$ cat src/rtl/part3_mac_collector.sv
// Collects every VEC_LEN-th MAC accumulator value into a result FIFO.
// After each capture it pulses mac_clr for two cycles to clear the MAC.
module part3_mac_collector #(
  parameter int VEC_LEN = 4,
  parameter int DEPTH   = 4
) (
  input  logic                    clk,
  input  logic                    reset,
  input  logic signed [15:0]      f,
  input  logic                    valid_in,
  output logic                    mac_clr,
  output logic signed [15:0]      out_data,
  output logic                    out_valid,
  input  logic                    out_ready,
  output logic                    overflow,
  output logic [$clog2(DEPTH):0]  level
);

  localparam int AW = $clog2(DEPTH);
  localparam int LW = AW + 1;
  localparam logic [7:0] LAST = 8'(VEC_LEN - 1);

  localparam logic [1:0] ACCUM = 2'd0;
  localparam logic [1:0] CLR1  = 2'd1;
  localparam logic [1:0] CLR2  = 2'd2;

  logic [1:0]         r_state;
  logic [7:0]         r_cnt;
  logic               r_mac_clr;
  logic               r_overflow;
  logic signed [15:0] r_mem [DEPTH];
  logic [AW-1:0]      r_wr;
  logic [AW-1:0]      r_rd;
  logic [LW-1:0]      r_level;

  logic w_beat;
  logic w_capture;
  logic w_pop;
  logic w_push;

  assign w_beat    = (r_state == ACCUM) && valid_in;
  assign w_capture = w_beat && (r_cnt == LAST);
  assign w_pop     = out_valid && out_ready;
  // A full FIFO still accepts a push when the head leaves this cycle
  assign w_push    = w_capture &&
                     ((r_level < LW'(DEPTH)) || w_pop);

  assign out_valid = (r_level != '0);
  assign out_data  = out_valid ? r_mem[r_rd] : '0;
  assign mac_clr   = r_mac_clr;
  assign overflow  = r_overflow;
  assign level     = r_level;

  always_ff @(posedge clk or posedge reset) begin
    if (reset) begin
      r_state   <= ACCUM;
      r_cnt     <= '0;
      r_mac_clr <= 1'b0;
    end else begin
      case (r_state)
        ACCUM: begin
          if (w_capture) begin
            r_cnt     <= '0;
            r_state   <= CLR1;
            r_mac_clr <= 1'b1;
          end else if (w_beat) begin
            r_cnt <= r_cnt + 8'd1;
          end
        end
        CLR1: begin
          r_state   <= CLR2;
          r_mac_clr <= 1'b1;
        end
        CLR2: begin
          r_state   <= ACCUM;
          r_mac_clr <= 1'b0;
        end
        default: begin
          r_state   <= ACCUM;
          r_mac_clr <= 1'b0;
        end
      endcase
    end
  end

  always_ff @(posedge clk or posedge reset) begin
    if (reset) begin
      r_wr       <= '0;
      r_rd       <= '0;
      r_level    <= '0;
      r_overflow <= 1'b0;
    end else begin
      if (w_push) r_wr <= r_wr + 1'b1;
      if (w_pop)  r_rd <= r_rd + 1'b1;
      if (w_capture && !w_push) r_overflow <= 1'b1;
      case ({w_push, w_pop})
        2'b10:   r_level <= r_level + 1'b1;
        2'b01:   r_level <= r_level - 1'b1;
        default: r_level <= r_level;
      endcase
    end
  end

  always_ff @(posedge clk) begin
    if (w_push) r_mem[r_wr] <= f;
  end

endmodule

$ cat config.mk
export PLATFORM = sky130hd
export DESIGN_NAME = part3_mac_collector
export DESIGN_NICKNAME = d
export VERILOG_FILES = /design/src/rtl/part3_mac_collector.sv
export SDC_FILE = /design/constraint.sdc
export NUM_CORES = 1
export LEC_CHECK = 0
export BUFFER_PORTS_ARGS = -buffer_cell sky130_fd_sc_hd__buf_2
export CELL_PAD_IN_SITES_DETAIL_PLACEMENT = 0
export CELL_PAD_IN_SITES_GLOBAL_PLACEMENT = 1
export CORE_ASPECT_RATIO = 2
export CORE_MARGIN = 1
export CORE_UTILIZATION = 39
export CTS_CLUSTER_SIZE = 10
export DETAILED_ROUTE_END_ITERATION = 10
export PLACE_DENSITY_LB_ADDON = 0.1
export SETUP_SLACK_MARGIN = 0.02
export SYNTH_ARGS = -nofsm -noshare
export SYNTH_HDL_FRONTEND = slang
export SYNTH_SLANG_ARGS = --single-unit
$ cat constraint.sdc
create_clock -name clk -period 5.2 [get_ports clk]
set_input_delay 0.52 -clock clk [delete_from_list [all_inputs] [get_ports clk]]
set_output_delay 0.52 -clock clk [all_outputs]
set_load 0.05 [all_outputs]
==> impl_metrics.yaml <==
hold_path:
  hold_path.class: "input pin to async pin"
synth:
  ys_warn_count: 0
  synth_cells: 187
  ys_dominant_reg_cell: "edfxtp_1"
  synth_top_area_share_pct: 56.4
  yosysTopAreaCell: "edfxtp_1"
  synth_area_um2: 3410
  ys_async_sr_fraction_pct: 22.9
  synth.area.top_cells: "edfxtp_1 (56%), dfrtp_1 (14%), mux4_2 (11%), and2_1 (3.3%), ha_1 (2.2%)"
  syn-num-nets: 214
  ys_seq_area_share_pct: 70.4
  yosys_register_bits: 83
  avgSynthCellArea_um2: 18.2
  yosys.cell_types.count: 34
  synth-edff-count: 64
setup_path:
  path_cells: "buf_4 -> mux4_2 -> and2_1 -> buf_2"
  cpPeakStageDelay_ns: 0.69
  worst-setup-path-type: "flip-flop to output pin"
  cpMaxStageDelayCell: "dfrtp_1"
  start_kind: "flip-flop"
  path_max_fanout: 10
  worst_setup_path_end_kind: "output pin"
  cp_num_buf_inv: 2
  arrival_ns: 2.26
  required_ns: 4.68
  critPathTopFamily: "flip-flops"
final_layout:
  area_delta_synth_final_pct: 15.7
  multi_input_area_um2: 927
  layout.cells.non_filler: 335
  final_core_util_pct: 47.2
  drive_gt1_share_pct: 32.1
  nets: 260
  antenna_cells: 0
  fillers: 756
  seq_area_um2: 2400
  design_area_um2: 3940
timing:
  fin_tns_setup_ns: 0
  setup_violations: 0
  period_share_pct: 53.4
  whs_ns: 0.307
  fmax_mhz: 360
  post-route-min-period_ns: 2.78
  rsz0062_at_grt: "no"
  maxSlewHeadroom_pct: 45.7
  finalClockSkew_ns: 0.00562
  hold_viol_final: 0
  worst_pin_slew_ns: 0.815
  drv_slew: 0
placement:
  place_inst: 320
  gp_congestion: 0.717
  dp_hpwl_um: 4330
  dpl_cell_area_um2: 3690
  portBuffers: 41
floorplan:
  placementRows: 47
  die_w_um: 68.1
  start_util_pct: 40.8
  dieArea_um2: 9130
  io_pins: 42
  die_y_um: 134
  coreArea_um2: 8350
global_routing:
  grt_max_degree: 20
  grt_pass1_vias: 1994
  grt.total_usage_pct: 15.8
  grt_pass1_wl_um: 10100
  grt-ovfl-total: 0
  antenna_found_initial: 0
route:
  vias_per_cell: 5.10
  antenna_left: 0
  dr.pass1.iters: 4
  post-route-drc-count: 0
  wl_per_cell_um: 18.3
  drt_iter0_drc: 82
  routed-via-count: 1709
  wl_um: 6140
clock_tree:
  root_buffer: "clkbuf_16"
  clockBufferDepth: 2
  tritoncts: "built"
  clock_latency_ns: 0.33
  cts_hold_buf: 0
  htree_levels: 3
  numCtsBuffers: 9
  ctsResizeCount: 0
  post_cts_buffers: 0
  path_clk_slew_ns: 0.06
  clkSinkCount: 83
power:
  p_sw_share_pct: 39.1
  pwr-share-comb_pct: 38.6
  ir_drop_mv: 0.293
  intPower_uw: 1410
  seq_power_share_pct: 38.0
  p_leak_uw: 0.00150
  p_per_area_nw_per_um2: 588
  switchingPower_uw: 907
  pwr-share-clk_pct: 23.4
job:
  max_cap_violations: 0
outcome:
  status: "finished clean"
==> flip-flops by register name, summed over array words and instances, names as in the netlist <==
register / count
level: 3
r_cnt: 8
r_rd: 2
r_wr: 2
r_state: 2
overflow: 1
r_mem: 64
mac_clr: 1
==> cells in the final DEF (no fill, tap or decap), types with 4 or more instances in the layout <==
master and instances:
dfrtp_1 19, inv_1 8, xnor2_1 6, and2_2 4, nand2_1 5, clkbuf_16 9, nor2_1 4, ha_1 6
and2_1 18, edfxtp_1 64, buf_2 41, xor2_1 5, mux4_2 16
==> cell type report <==
| type | instances | share of cell area, % |
|---|---|---|
| sequential | 83 | 60.8 |
| inverter | 8 | 0.762 |
| clock buffer | 10 | 5.81 |
| timing repair buffer | 42 | 5.40 |
| clock inverter | 5 | 0.540 |
| tap | 98 | 3.11 |
| multi-input combinational | 89 | 23.5 |
==> stage by stage <==
step                total power [µW]  setup slack, ns
floorplan                       1620             2.54
global placement                1780             2.73
detailed placement              1810             2.72
CTS                             2360             2.35
global route                    2450             2.24
finish                          2320             2.42
==> cell usage after synthesis, types with 2 or more instances <==
cell	number
and2_2	4
ha_1	6
nand2_1	5
dfrtp_1	19
a21o_1	2
buf_2	2
nand3_1	3
xnor2_1	6
buf_6	3
and2_1	18
clkbuf_1	2
nand4_1	2
edfxtp_1	64
inv_1	8
nor2_1	4
mux4_2	16
xor2_1	5
and4_1	2
==> routing by layer <==
| layer | GRT usage [%] | part of all wire, % | vias up |
|---|---|---|---|
| met5 | 0 | 0 | - |
| met4 | 7.99 | 1.8 | 0 |
| met3 | 3.40 | 3.1 | 7 |
| met2 | 27.7 | 58 | 31 |
| met1 | 17.1 | 37 | 875 |
| li1 | - | - | 796 |
==> cell families after synthesis <==
kind of cell / Yosys count / share of synthesized area (%)
DFF: 83 / 70.4
muxes: 18 / 11.3
and+or+nand+nor: 47 / 9.00
xor gates and xnor gates: 11 / 2.83
AOI/OAI and AO/OA: 6 / 1.29
buffers and inverters: 15 / 2.39
adders and majority gates: 7 / 2.79
==> final timing paths <==
| kind | start | endpoint | slack, ns | cells after the start |
|---|---|---|---|---|
| min in group clk | f[13] | r_mem[1][13] | 0.41 | 1 |
| setup reg to reg | r_cnt[0] | level[2] | 2.86 | 10 |
| hold / removal | reset | r_cnt[3] | 0.31 | 2 |
| setup / recovery | r_rd[0] | out_data[0] | 2.42 | 4 |
| hold reg to reg | overflow | overflow | 0.47 | 1 |
| max in group asynchronous | reset | level[1] | 4.43 | 2 |
==> power by group through the flow <==
stage | clock, µW | combinational [µW] | sequential [µW]
final | 542 | 895 | 881
after global routing | 580 | 969 | 896
after CTS | 560 | 915 | 886
after detailed placement | 0 | 912 | 899
after global placement | 0 | 891 | 892
after floorplan | 0 | 710 | 906
Note: power is estimated with default switching activity, not from simulation.
